`config.mk`:
```
export PLATFORM = sky130hd
export DESIGN_NAME = uart_rx_axis
export DESIGN_NICKNAME = d
export VERILOG_FILES = /design/src/rtl/uart_rx_axis.sv
export SDC_FILE = /design/constraint.sdc
export NUM_CORES = 1
export LEC_CHECK = 0
export ABC_AREA = 1
export CAP_MARGIN = 0
export CORE_ASPECT_RATIO = 2
export CORE_MARGIN = 2
export CORE_UTILIZATION = 40
export DETAILED_ROUTE_END_ITERATION = 12
export HOLD_SLACK_MARGIN = 0.02
export PLACE_DENSITY = 0.57
export SLEW_MARGIN = 0
export SYNTH_ARGS = -nofsm -noshare
export SYNTH_HDL_FRONTEND = slang
export SYNTH_SLANG_ARGS = --single-unit
```
`constraint.sdc`:
```
create_clock -name clk -period 1.44 [get_ports clk]
set_input_delay 0.288 -clock clk [delete_from_list [all_inputs] [get_ports clk]]
set_output_delay 0.288 -clock clk [all_outputs]
set_load 0.02 [all_outputs]
```
`src/rtl/uart_rx_axis.sv`:
```
// uart_rx_axis
// Receives 8N1 serial frames on an asynchronous rx line and presents each good byte
// on an AXI-Stream master port through a one-entry holding register.
//
// Ports:
//   clk            in   system clock, rising edge
//   rst            in   synchronous active-high reset
//   rx             in   asynchronous serial input, idle high
//   m_axis_tdata   out  received byte
//   m_axis_tvalid  out  tdata holds an unconsumed byte
//   m_axis_tready  in   downstream accepts when tvalid && tready
//   frame_err      out  one-cycle pulse, stop bit sampled low
//   overrun        out  one-cycle pulse, byte completed while holding register full
//
// state | meaning
// IDLE  | line idle, waiting for rx_s low
// START | timing to the start-bit centre; rx_s high there is a glitch
// DATA  | sampling 8 data bits at bit centres, LSB first
// STOP  | sampling the stop bit
// BRK   | stop bit was low; waiting for the line to return high
module uart_rx_axis #(
    parameter int CLK_FREQ  = 50_000_000,
    parameter int BAUD_RATE = 115200
) (
    input  logic       clk,
    input  logic       rst,
    input  logic       rx,
    output logic [7:0] m_axis_tdata,
    output logic       m_axis_tvalid,
    input  logic       m_axis_tready,
    output logic       frame_err,
    output logic       overrun
);

    localparam int BIT_CNT  = CLK_FREQ / BAUD_RATE;
    localparam int HALF_CNT = BIT_CNT / 2;
    localparam logic [15:0] BIT_LAST  = 16'(BIT_CNT - 1);
    localparam logic [15:0] HALF_LAST = 16'(HALF_CNT - 1);

    typedef enum logic [2:0] {
        IDLE  = 3'd0,
        START = 3'd1,
        DATA  = 3'd2,
        STOP  = 3'd3,
        BRK   = 3'd4
    } state_t;

    state_t      state, state_d;
    logic [15:0] cnt, cnt_d;
    logic [2:0]  idx, idx_d;
    logic [7:0]  shreg, shreg_d;
    logic        done, done_d;
    logic        ferr_d;
    logic        rx_m, rx_s;

    // Two-flop synchronizer; reset to the idle line level.
    always_ff @(posedge clk) begin
        if (rst) begin
            rx_m <= 1'b1;
            rx_s <= 1'b1;
        end else begin
            rx_m <= rx;
            rx_s <= rx_m;
        end
    end

    always_ff @(posedge clk) begin
        if (rst) begin
            state     <= IDLE;
            cnt       <= 16'd0;
            idx       <= 3'd0;
            shreg     <= 8'h00;
            done      <= 1'b0;
            frame_err <= 1'b0;
        end else begin
            state     <= state_d;
            cnt       <= cnt_d;
            idx       <= idx_d;
            shreg     <= shreg_d;
            done      <= done_d;
            frame_err <= ferr_d;
        end
    end

    always_comb begin
        state_d = state;
        cnt_d   = cnt + 16'd1;
        idx_d   = idx;
        shreg_d = shreg;
        done_d  = 1'b0;
        ferr_d  = 1'b0;
        case (state)
            IDLE: begin
                cnt_d = 16'd0;
                if (!rx_s) state_d = START;
            end
            START: begin
                if (cnt == HALF_LAST) begin
                    cnt_d   = 16'd0;
                    idx_d   = 3'd0;
                    state_d = rx_s ? IDLE : DATA;
                end
            end
            DATA: begin
                if (cnt == BIT_LAST) begin
                    cnt_d        = 16'd0;
                    shreg_d[idx] = rx_s;
                    idx_d        = idx + 3'd1;
                    if (idx == 3'd7) state_d = STOP;
                end
            end
            STOP: begin
                if (cnt == BIT_LAST) begin
                    cnt_d = 16'd0;
                    if (rx_s) begin
                        done_d  = 1'b1;
                        state_d = IDLE;
                    end else begin
                        ferr_d  = 1'b1;
                        state_d = BRK;
                    end
                end
            end
            BRK: begin
                cnt_d = 16'd0;
                if (rx_s) state_d = IDLE;
            end
            default: begin
                cnt_d   = 16'd0;
                state_d = IDLE;
            end
        endcase
    end

    // Holding register. shreg is stable from the stop sample until the next
    // frame's first data bit, so it can be loaded directly on done.
    always_ff @(posedge clk) begin
        if (rst) begin
            m_axis_tdata  <= 8'h00;
            m_axis_tvalid <= 1'b0;
            overrun       <= 1'b0;
        end else begin
            overrun <= 1'b0;
            if (done) begin
                if (!m_axis_tvalid || m_axis_tready) begin
                    m_axis_tdata  <= shreg;
                    m_axis_tvalid <= 1'b1;
                end else begin
                    overrun <= 1'b1;
                end
            end else if (m_axis_tvalid && m_axis_tready) begin
                m_axis_tvalid <= 1'b0;
            end
        end
    end

endmodule

```
==> reports/qor.txt, run 1 <==
status: finished with violations
failing checks: negative setup slack
max incr delay on CP: 0.39 ns
final worst slack: -0.0282 ns
final cell count without fillers: 395
global-route wire length before repair: 8180 µm
YS warnings: 0
Die Span X: 55.2 µm
Crit path max-delay family: simple AND/OR/NAND/NOR gates
TritonCTS clock tree: yes
CP Max Fanout: 5
fin crit share: 102%
max-cap violation count: 0
vias in the first global route: 1921
EDFF count, synth: 0
largest net degree at the start of global routing: 18
Startpoint Class: flip-flop
CTS clock-pin slew for the worst setup and hold paths: 0.08 ns
hold_buf cts: 0
Arrival @ worst endpoint: 1.67 ns
routed len/inst: 12.9 µm
Max Slew Vio Count: 0
Root Driver: clkbuf_8
Initial Util: 41.2%
synthesized area: 0.00210 mm²
leakage: 1.19 nW
clock power share: 27.3%
final instance area: 0.00280 mm²
CTS sink cnt: 44
sequential area share after synthesis: 42.0%
Placed Instances: 386
clock buffer count from CTS: 5
synth unique cells: 31
Tot Pwr: 2.95 mW
Net Sw Power: 0.980 mW
Worst Path Required: 1.64 ns
IO Pins: 15
register bit total from synthesis: 44
peak supply drop: 0.000993 V
n_diodes: 0
Avg Inst Size Synth: 7.36 µm²
Max clock buf depth: 2
share of power burned in registers: 45.4%
sw frac: 33.3%
RSZ-0062 raised after global routing: true
Slowest cell on crit path: dfxtp_4
Min Clock Period, post-route: 1.47 ns
DR vias/cell: 4.93
Syn-to-layout area delta: 33.4%
Cell Pwr Density: 1050 mW/mm²
RD Place Congestion: 0.817
chip height: 106 µm
slew margin rel.: 71.1%
initial antenna violation count: 0
ordered cell list for the critical path: ha_2 -> nand3_2 -> nor3b_4 -> nand3_2 -> nor2_2 -> xor2_1 -> nor2_1
CORE AREA: 0.00509 mm²
Slew @ Worst Pin: 0.430 ns
Cell Rows: 37
critical path buffer and inverter count: 0
WS Path Type: flip-flop to flip-flop
synthesized netlist cell count: 285
share of layout cells above drive strength 1: 28.5%
clock latency on the worst-skew pair: 0.30 ns
Main synth FF type: dfxtp_1
Min-Delay Path Class: flip-flop to flip-flop
grt total ovfl: 0
routed vias: 1949
H-tree Lvls: 2
DPL Wire Length: 3700 µm
Final #Nets: 345
Worst Skew: 0.00704 ns
Fmax: 681 MHz
Comb power frac: 27.3%
DRC violations left: 0
Iter 0 DRT Violations: 27
syn_nets: 294
final WL: 5090 µm
cell internal pwr: 1.97 mW
Hold Violations, Final: 0
Tot GR Track Use: 17.8%
Setup-failing EPs final: 2
Post-DRT Antenna Nets: 0
Most Frequent Cell on Critical Path: nand3_2
1st-pass router iterations: 4
DIE AREA: 0.00588 mm²
FFs w/ async S/R, synth: 0%
CP Capture Type: flip-flop
port bufs: 14
Post-DP Area: 0.00256 mm²
## logic make-up after synthesis
logic type | synth area share (%)
simple gates | 34.6
compound gates | 8.53
flops | 42.0
buf+inv | 8.17
xor+xnor | 3.76
fa+ha+maj | 2.98
## timing repair
action / 4_1_cts / 5_1_grt
resized for setup: 19 / 41
setup endpoints to repair: 36 / 32
cloned: 0 / 1
pin swaps: 0 / 14
buffers inserted: 0 / 2
## metrics by stage
stage / setup TNS, ns / utilization (%) / worst slack, ns / hold slack, ns
after detailed placement: -0.539 / 50.3 / -0.0547 / 0.400
after global routing: -2.67 / 55.0 / -0.144 / 0.452
after CTS: -0.551 / 52.0 / -0.0406 / 0.419
after floorplan: 0 / - / 0.0278 / 0.389
after global placement: -0.379 / 50.3 / -0.0537 / 0.394
final: -0.0311 / 55.0 / -0.0282 / 0.416
## power groups by stage
stage	logic, mW	clock network, mW	registers (mW)
CTS	0.714	0.837	1.34
floorplan	0.473	0	1.36
finish	0.806	0.805	1.34
global placement	0.703	0	1.37
global route	0.914	0.874	1.35
detailed placement	0.710	0	1.37
## worst reg2reg max path, delay by kind of cell, from the launching register on
| family | cells | cell delay, ns |
|---|---|---|
| and+or+nand+nor | 5 | 0.62 |
| xor gates and xnor gates | 1 | 0.15 |
| adders and majority gates | 1 | 0.19 |
| DFF | 1 | 0.39 |
## final timing paths
path / start / to / slack, ns / depth (start not counted)
max: cnt[0] / cnt[12] / -0.03 / 7
max reg2reg: cnt[0] / cnt[12] / -0.03 / 7
min: rx_m / rx_s / 0.42 / 1
min reg2reg: rx_m / rx_s / 0.42 / 1
## cell usage after synthesis, drive strengths merged, types with 2 or more instances
cell    count  area (µm²)
o21ai      15        90.1
nor3       12        65.1
xor2        6        52.6
nand3      21         125
xnor2       3        26.3
nand4       9        56.3
nor4        3        18.8
nand2      40         168
ha          5        62.6
nor3b       2        20.0
inv        38         145
or2         2        12.5
nor2       62         253
dfxtp      44         881
a21oi      15        75.1
clkbuf      4        15.0
## per-layer routing
metal	share of wire [%]	global-route usage, %
met5	0	0
met3	2.0	3.77
met4	3.4	11.3
met2	59	34.3
met1	36	16.2
## final cells by class
class | count | area (µm²)
timing repair buffer | 48 | 402
multi-input combinational | 199 | 1190
clock buffer | 8 | 90.1
inverter | 38 | 148
tap | 58 | 72.6
fill | 511 | 2290
sequential | 44 | 901
## registers in the layout (all words and copies together) (netlist names)
| register | count |
|---|---|
| rx_s | 1 |
| m_axis_tvalid | 1 |
| frame_err | 1 |
| cnt | 16 |
| m_axis_tdata | 8 |
| shreg | 8 |
| state | 3 |
| rx_m | 1 |
| overrun | 1 |
| done | 1 |
| idx | 3 |
## cell usage in the layout, fill, tap and decap left out, types with 2 or more instances in the layout
cell              n
dfxtp_4           4
nand2_1          35
dlygate4sd2_1    11
clkbuf_1          2
dfxtp_1          36
o21ai_4           2
nor3_2            6
nor2_2           11
nand2_2           3
dfxtp_2           4
nor2_4            2
o21ai_0           9
nand2_4           3
inv_2             4
nand3_2           5
inv_1            32
or2_2             2
nor2_1           49
o21ai_1           4
xnor2_1           3
buf_4            31
a21oi_1          14
buf_6             2
ha_1              3
clkdlybuf4s50_1   3
nand4_1           9
inv_4             2
nor3_1            6
nand3_1          15
clkbuf_8          6
xor2_1            6
Power figures use the tool's default switching activity.
==> inputs of run 2 (changes only) <==
- CORE_ASPECT_RATIO: 2 -> 0.8
==> reports/qor.txt, run 2 (same netlist as run 1, synthesis figures left out) <==
status: finished with violations (unchanged)
failing checks: negative setup slack (unchanged)
DR vias/cell: 4.75 (was 4.93)
clock buffer count from CTS: 5 (unchanged)
DPL Wire Length: 3260 µm (was 3700 µm)
Final #Nets: 355 (was 345)
Setup-failing EPs final: 18 (was 2)
vias in the first global route: 1688 (was 1921)
fin crit share: 105% (was 102%)
Arrival @ worst endpoint: 1.70 ns (was 1.67 ns)
Die Span X: 85.0 µm (was 55.2 µm)
highest-count cells in the layout ignoring fill and taps: nor2_1, buf_4, dfxtp_1 (was nor2_1, dfxtp_1, nand2_1)
Largest regs: cnt: 16 flops, m_axis_tdata: 8 flops, shreg: 8 flops (unchanged)
share of power burned in registers: 44.9% (was 45.4%)
Max clock buf depth: 2 (unchanged)
leakage: 1.26 nW (was 1.19 nW)
Largest register FFs: 16 (unchanged)
WS Path Type: flip-flop to flip-flop (unchanged)
Syn-to-layout area delta: 39.2% (was 33.4%)
max-cap violation count: 0 (unchanged)
grt total ovfl: 0 (unchanged)
sw frac: 33.9% (was 33.3%)
CTS clock-pin slew for the worst setup and hold paths: 0.08 ns (about the same)
largest net degree at the start of global routing: 14 (was 18)
cell internal pwr: 1.98 mW (was 1.97 mW)
Hold Violations, Final: 0 (unchanged)
clock power share: 24.2% (was 27.3%)
Post-DRT Antenna Nets: 0 (unchanged)
slew margin rel.: 77.6% (was 71.1%)
most common cell after layout, fill and taps aside: nor2_1 (unchanged)
CORE AREA: 0.00504 mm² (was 0.00509 mm²)
Initial Util: 41.7% (was 41.2%)
routed vias: 1938 (was 1949)
Post-DP Area: 0.00261 mm² (was 0.00256 mm²)
Startpoint Class: flip-flop (unchanged)
DRC violations left: 0 (unchanged)
final worst slack: -0.0737 ns (was -0.0282 ns)
Max Slew Vio Count: 0 (unchanged)
peak supply drop: 0.000759 V (was 0.000993 V)
initial antenna violation count: 0 (unchanged)
Worst Path Required: 1.63 ns (was 1.64 ns)
Comb power frac: 31.0% (was 27.3%)
CTS sink cnt: 44 (unchanged)
routed len/inst: 11.8 µm (was 12.9 µm)
Tot GR Track Use: 17.0% (was 17.8%)
fin util: 58.0% (was 55.0%)
Min-Delay Path Class: flip-flop to flip-flop (unchanged)
IO Pins: 15 (unchanged)
CP Max Fanout: 5 (unchanged)
Reg with most FFs: cnt (unchanged)
Cell Pwr Density: 1030 mW/mm² (was 1050 mW/mm²)
Worst Skew: 0.00307 ns (was 0.00704 ns)
RSZ-0062 raised after global routing: true (unchanged)
TritonCTS clock tree: yes (unchanged)
global-route wire length before repair: 7780 µm (was 8180 µm)
port bufs: 14 (unchanged)
Net Sw Power: 1.02 mW (was 0.980 mW)
Cell Rows: 23 (was 37)
1st-pass router iterations: 4 (unchanged)
Iter 0 DRT Violations: 98 (was 27)
Root Driver: clkbuf_8 (unchanged)
Slew @ Worst Pin: 0.333 ns (was 0.430 ns)
DIE AREA: 0.00584 mm² (was 0.00588 mm²)
n_diodes: 0 (unchanged)
final instance area: 0.00292 mm² (was 0.00280 mm²)
Min Clock Period, post-route: 1.51 ns (was 1.47 ns)
final WL: 4800 µm (was 5090 µm)
Fmax: 661 MHz (was 681 MHz)
chip height: 68.8 µm (was 106 µm)
clock latency on the worst-skew pair: 0.29 ns (was 0.30 ns)
H-tree Lvls: 2 (unchanged)
CP Capture Type: flip-flop (unchanged)
share of layout cells above drive strength 1: 34.7% (was 28.5%)
RD Place Congestion: 0.827 (was 0.817)
-- run 2: cell count changes in the layout (fill, tap and decap cells not counted), sizes merged --
cell    before  now
buf         34   44
clkbuf       8    6
clkinv       0    1
-- run 2: final timing paths --
kind	slack, ns	depth (start not counted)	from	to
max reg2reg	-0.07	10	cnt[1]	shreg[0]
min reg2reg	0.41	1	rx_m	rx_s
min	0.41	1	rx_m	rx_s
max	-0.07	10	cnt[1]	shreg[0]
-- run 2: power by group through the flow --
stage               registers [mW]  clock network [mW]  logic [mW]
global placement              1.37                   0       0.724
global route                  1.36               0.801        1.04
detailed placement            1.37                   0       0.720
CTS                           1.34               0.759       0.789
finish                        1.35               0.725       0.929
floorplan                     1.36                   0       0.473
-- run 2: metrics by stage --
stage	cells	setup slack [ns]	setup TNS [ns]	total power, mW	hold WS (ns)
4_1_cts	404	-0.0197	-0.152	2.89	0.414
6_report	408	-0.0737	-0.554	3.00	0.414
5_1_grt	408	-0.193	-3.05	3.19	0.425
2_1_floorplan	285	0.0278	0	1.83	0.389
3_5_place_dp	396	-0.0963	-0.651	2.09	0.395
3_3_place_gp	396	-0.102	-0.436	2.09	0.395
-- run 2: critical path: stages, from the launching register on --
cell,delay [ns]
dfxtp_2,0.34
inv_2,0.08
ha_4,0.13
nand4_1,0.16
nor2_4,0.16
nand2_4,0.09
inv_4,0.09
buf_4,0.11
nand3_2,0.06
o21ai_1,0.14
a21oi_1,0.05
-- run 2: what timing repair did --
| action | 4_1_cts | 5_1_grt |
|---|---|---|
| gates cloned | 1 | 0 |
| gates resized for setup | 27 | 48 |
| endpoints found under the setup margin | 35 | 31 |
| pin swaps | 2 | 15 |
| setup buffers | 0 | 4 |
| hold buffers | 0 | 0 |
-- run 2: routing by layer --
layer	global-route usage [%]	vias up	wire length, µm
met5	0	-	0
met4	4.17	0	16
met3	4.76	2	189
met2	24.1	31	2000
met1	25.2	866	2600
li1	-	1039	-
-- run 2: layout make-up --
class                      count  area [µm²]
sequential                    44         900
multi-input combinational    199        1240
inverter                      38         148
clock inverter                 1        5.00
timing repair buffer          58         477
fill                         471        2120
tap                           62        77.6
clock buffer                   6        72.6
==> edit 1 (settings of run 1) <==
Register the output `overrun` once more; this adds one clock of latency there. The other outputs are not delayed to match. Comments in the files are not updated.
--- a/src/rtl/uart_rx_axis.sv
+++ b/src/rtl/uart_rx_axis.sv
@@ -44,6 +44,8 @@
         STOP  = 3'd3,
         BRK   = 3'd4
     } state_t;
+
+    logic overrun_s0;
 
     state_t      state, state_d;
     logic [15:0] cnt, cnt_d;
@@ -138,15 +140,15 @@
         if (rst) begin
             m_axis_tdata  <= 8'h00;
             m_axis_tvalid <= 1'b0;
-            overrun       <= 1'b0;
+            overrun_s0    <= 1'b0;
         end else begin
-            overrun <= 1'b0;
+            overrun_s0 <= 1'b0;
             if (done) begin
                 if (!m_axis_tvalid || m_axis_tready) begin
                     m_axis_tdata  <= shreg;
                     m_axis_tvalid <= 1'b1;
                 end else begin
-                    overrun <= 1'b1;
+                    overrun_s0 <= 1'b1;
                 end
             end else if (m_axis_tvalid && m_axis_tready) begin
                 m_axis_tvalid <= 1'b0;
@@ -154,5 +156,9 @@
         end
     end
 
+    always_ff @(posedge clk) begin
+        overrun <= overrun_s0;
+    end
+
 endmodule
 
Formal check against the unedited RTL: same outputs for any inputs over 10 cycles, from zero or initial values and one cycle with rst high; that may be too few to reach the edited logic, so the function may still have changed.
==> edit 1 against run 1 <==
The flow still finishes with violations (setup timing). Final area up 4.6%. Setup slack worse by 0.011 ns. Clock skew up 0.0013 ns. First-iteration DRC count up 15%. Area after synthesis up 0.95%. Sequential cell count up 1. Largest power group unchanged. Hold slack worse by 0.084 ns. Wire length up 1.1%. Clock power up 43%. Total power up 14%.
==> edit 1: results (changes against run 1) <==
Status -> finished, violations left
Failing checks -> setup timing
Comb power frac -> 25.1% (-2.2 points)
Worst hold start -> overrun_s0$_SDFF_PP0_
Placed Cells -> 382 (-1.0%)
Seq/Total Area, Yosys -> 42.5% (+0.55 points)
Max_slew headroom -> 78.3% (+7.2 points)
Hold Slack -> 0.332 ns (-0.0845 ns)
1st-pass router iterations -> 4 (unchanged)
First-pass GRT wire length -> 8.49 mm (+3.9%)
Setup TNS after final layout -> -0.363 ns (-0.331 ns)
Final setup fails -> 19 (+17)
Vias in the first global route -> 1893 (-1.5%)
Placed Area -> 2540 sq um (-0.68%)
CTS root buffer -> clkbuf_8
Main synth FF type -> dfxtp_1
Total Routing Usage GR -> 18.5% (+0.64 points)
Hold path depth -> 0 (-1)
Crit path DAT -> 1.73 ns (+0.06 ns)
Global placement routability congestion -> 0.768 (-6.0%)
Worst r2r src -> cnt[1]$_SDFF_PP0_
Clock Skews -> 0.00833 ns (+0.00129 ns)
CTS resizes -> 38 (+19)
Top-area cell type share of the netlist area -> 42.5% (+0.55 points)
Hold path endpoint -> overrun$_DFF_P_
Placement Setup Slack -> -0.471 ns (-0.416 ns)
Switching Share -> 31.3% (-2.0 points)
Cells taking the most area after synthesis -> dfxtp_1, nor2_1, nand2_1
Post-synth top cells -> nor2_1, dfxtp_1, nand2_1
Vias -> 1953 (+0.21%)
DP HPWL -> 3.72 mm (+0.64%)
Syn. warnings -> 0 (unchanged)
Layout fillers -> 477 (-6.7%)
Post-synthesis net count -> 295 (+0.34%)
Highest net fanout along the worst path -> 8 (+3)
Maximum ir drop on the vdd rail -> 1.05 mV (+6.0%)
Syn Area/Cell -> 7.41 sq um (+0.60%)
RR Endpoint -> cnt[15]$_SDFF_PP0_
Clock Latency Late Sink -> 0.31 ns
Leakage -> 1.25 nW (+5.6%)
Layout cells sized above 1 -> 29.3% (+0.80 points)
Vias/cell -> 4.93 (about the same)
Max Root-Sink Buffers -> 2 (unchanged)
Setup slack after layout -> -0.0388 ns (-0.0106 ns)
Htree depth -> 2 (unchanged)
Pwr Density -> 1150 nW/um^2 (+9.2%)
Class of the worst hold path -> flop to flop
Detailed Route Iter0 Violations -> 31 (+15%)
Number of port buffers -> 14 (unchanged)
Reg2Reg Depth -> 9 (+2)
Nets@finish -> 346 (+0.29%)
DRT Wirelength -> 5.15 mm (+1.1%)
Postcts setup bufs -> 2 (+2)
Reg power frac -> 40.8% (-4.6 points)
-- edit 1: worst max path at each step --
stage	startpoint	endpoint	slack, ns	depth (start not counted)
after floorplan	cnt[0]$_SDFF_PP0_	cnt[12]$_SDFF_PP0_	0.03	7
after global placement	m_axis_tready	m_axis_tdata[1]$_SDFFE_PP0P_	-0.42	6
after detailed placement	m_axis_tready	m_axis_tdata[1]$_SDFFE_PP0P_	-0.47	6
after CTS	cnt[1]$_SDFF_PP0_	cnt[6]$_SDFF_PP0_	-0.08	9
after global routing	cnt[0]$_SDFF_PP0_	state[1]$_SDFFE_PP0P_	-0.15	9
final	cnt[1]$_SDFF_PP0_	cnt[15]$_SDFF_PP0_	-0.04	9
-- edit 1: area by class of cell --
cell class | instances | area [sq um] | area share, %
timing repair buffer | 48 | 398 | 13.6
multi-input combinational | 199 | 1260 | 43.0
tap | 58 | 72.6 | 2.48
sequential | 45 | 915 | 31.3
inverter | 38 | 150 | 5.13
clock buffer | 5 | 68.8 | 2.35
clock inverter | 3 | 65.1 | 2.22
-- edit 1: cells by family after synthesis --
kind of cell    share of synthesized area [%]
compound gates                           8.45
simple gates                             34.3
xor+xnor                                 3.72
fa+ha+maj                                2.95
buf+inv                                  8.09
flops                                    42.5
-- edit 1: worst max-delay path: stages, from the launching register on --
cell and delay (ns):
dfxtp_4 0.39, inv_4 0.05, ha_4 0.15, nand4_1 0.08
nor2_2 0.06, nand2_4 0.11, inv_6 0.06, o21ai_4 0.21
nand2_4 0.16, nor3_2 0.12
-- edit 1: per-layer routing --
metal | routed length [um] | global-route usage [%]
met1 | 1850 | 16.9
met2 | 3090 | 37.8
met3 | 113 | 2.90
met4 | 101 | 8.36
met5 | 0 | 0
==> edit 2 (flow settings as in run 1) <==
Made on the original files. Set the parameter `BAUD_RATE` to 65536 (it was 115200).
--- a/src/rtl/uart_rx_axis.sv
+++ b/src/rtl/uart_rx_axis.sv
@@ -20,7 +20,7 @@
 // BRK   | stop bit was low; waiting for the line to return high
 module uart_rx_axis #(
     parameter int CLK_FREQ  = 50_000_000,
-    parameter int BAUD_RATE = 115200
+    parameter int BAUD_RATE = 65536
 ) (
     input  logic       clk,
     input  logic       rst,
Function: same outputs for any inputs over 10 cycles, from zero or initial values and one cycle with rst high; that may be too few to reach the edited logic, so the function may still have changed.
==> edit 2 against run 1 <==
The flow still finishes with violations (setup timing). Area after synthesis up 4.6%. Setup slack worse by 0.028 ns. Clock power up 3.0%. Non-clock buffer count up 8. Sequential share of layout area down 3.3 points. Final area up 12%. Total power up 16%. Sequential cell count unchanged. Die area up 4.3%. Core utilization up 3.1 points. Wire length up 3.5%. Largest cell class unchanged.
==> edit 2: results (changes against run 1) <==
Status -> finished, violations left
Failing checks -> setup timing
1st-pass router iterations -> 5 (+1)
Post-Synth XOR/XNOR Area -> 2.39% (-1.4 points)
GR Layer Usage met1 -> 17.0% (+0.79 points)
Placed Cells -> 398 (+3.1%)
Post-synth top cells -> dfxtp_1, nand2_1, nor2_1
DP HPWL -> 3.69 mm (-0.16%)
Seq/Total Area, Yosys -> 40.1% (-1.8 points)
Detail Route met3 WL -> 131 um (+27%)
DRT Wirelength -> 5.27 mm (+3.5%)
Setup slack after layout -> -0.0560 ns (-0.0277 ns)
Post-Synth Adder-Cell Area -> 3.42% (+0.44 points)
Class of the worst hold path -> flop to flop
Post-synth cell types -> 36 (+16%)
Crit path DAT -> 1.74 ns (+0.07 ns)
Crit path to -> cnt[14]$_SDFF_PP0_
Layout cells sized above 1 -> 42.7% (+14 points)
Total Routing Usage GR -> 18.1% (+0.30 points)
Final instance count without filler cells -> 411 (+4.1%)
Met1 WL -> 1.89 mm (+2.9%)
Largest net degree at the start of global routing -> 20 (+2)
Clock Skews -> 0.00727 ns (+0.000236 ns)
Detailed Route Iter0 Violations -> 48 (+78%)
Maximum ir drop on the vdd rail -> 0.832 mV (-16%)
CTS resizes -> 40 (+21)
Vias/cell -> 4.93 (about the same)
Leakage -> 1.32 nW (+12%)
Max_slew headroom -> 76.8% (+5.6 points)
First-pass GRT wire length -> 8.64 mm (+5.7%)
Nets@finish -> 360 (+4.3%)
Post-synthesis compound-gate area fraction -> 9.64% (+1.1 points)
Final setup fails -> 7 (+5)
RR Endpoint -> cnt[14]$_SDFF_PP0_
Hold Slack -> 0.440 ns (+0.0243 ns)
Global placement routability congestion -> 0.824 (+0.94%)
Setup TNS after final layout -> -0.155 ns (-0.124 ns)
Cells taking the most area after synthesis -> dfxtp_1, nand2_1, nor2_1
-- edit 2: power by group --
group	internal, W	switching [W]	total [W]
combinational	0.000497	0.000709	0.00121
sequential	0.00129	0.0000924	0.00138
clock	0.000354	0.000475	0.000829
-- edit 2: critical path: stages (launching register included) --
cell     delay (ns)
dfxtp_4        0.40
buf_6          0.13
ha_4           0.13
nand4_1        0.18
nor3_4         0.32
a21o_1         0.15
nand2_1        0.05
nor2_1         0.07
-- edit 2: final cells by class --
cell class                 count  area (sq um)
timing repair buffer          56           453
clock buffer                   5          68.8
clock inverter                 3          25.0
sequential                    44           901
inverter                      40           160
tap                           60          75.1
fill                         497          2250
multi-input combinational    203          1440
-- edit 2: how the worst min path moves through the flow --
stage                     cells past startpoint         endpoint
after detailed placement                      1  rx_s$_SDFF_PP1_
after global routing                          1  rx_s$_SDFF_PP1_
final                                         1  rx_s$_SDFF_PP1_
after CTS                                     1  rx_s$_SDFF_PP1_
after global placement                        1  rx_s$_SDFF_PP1_
after floorplan                               1  rx_s$_SDFF_PP1_
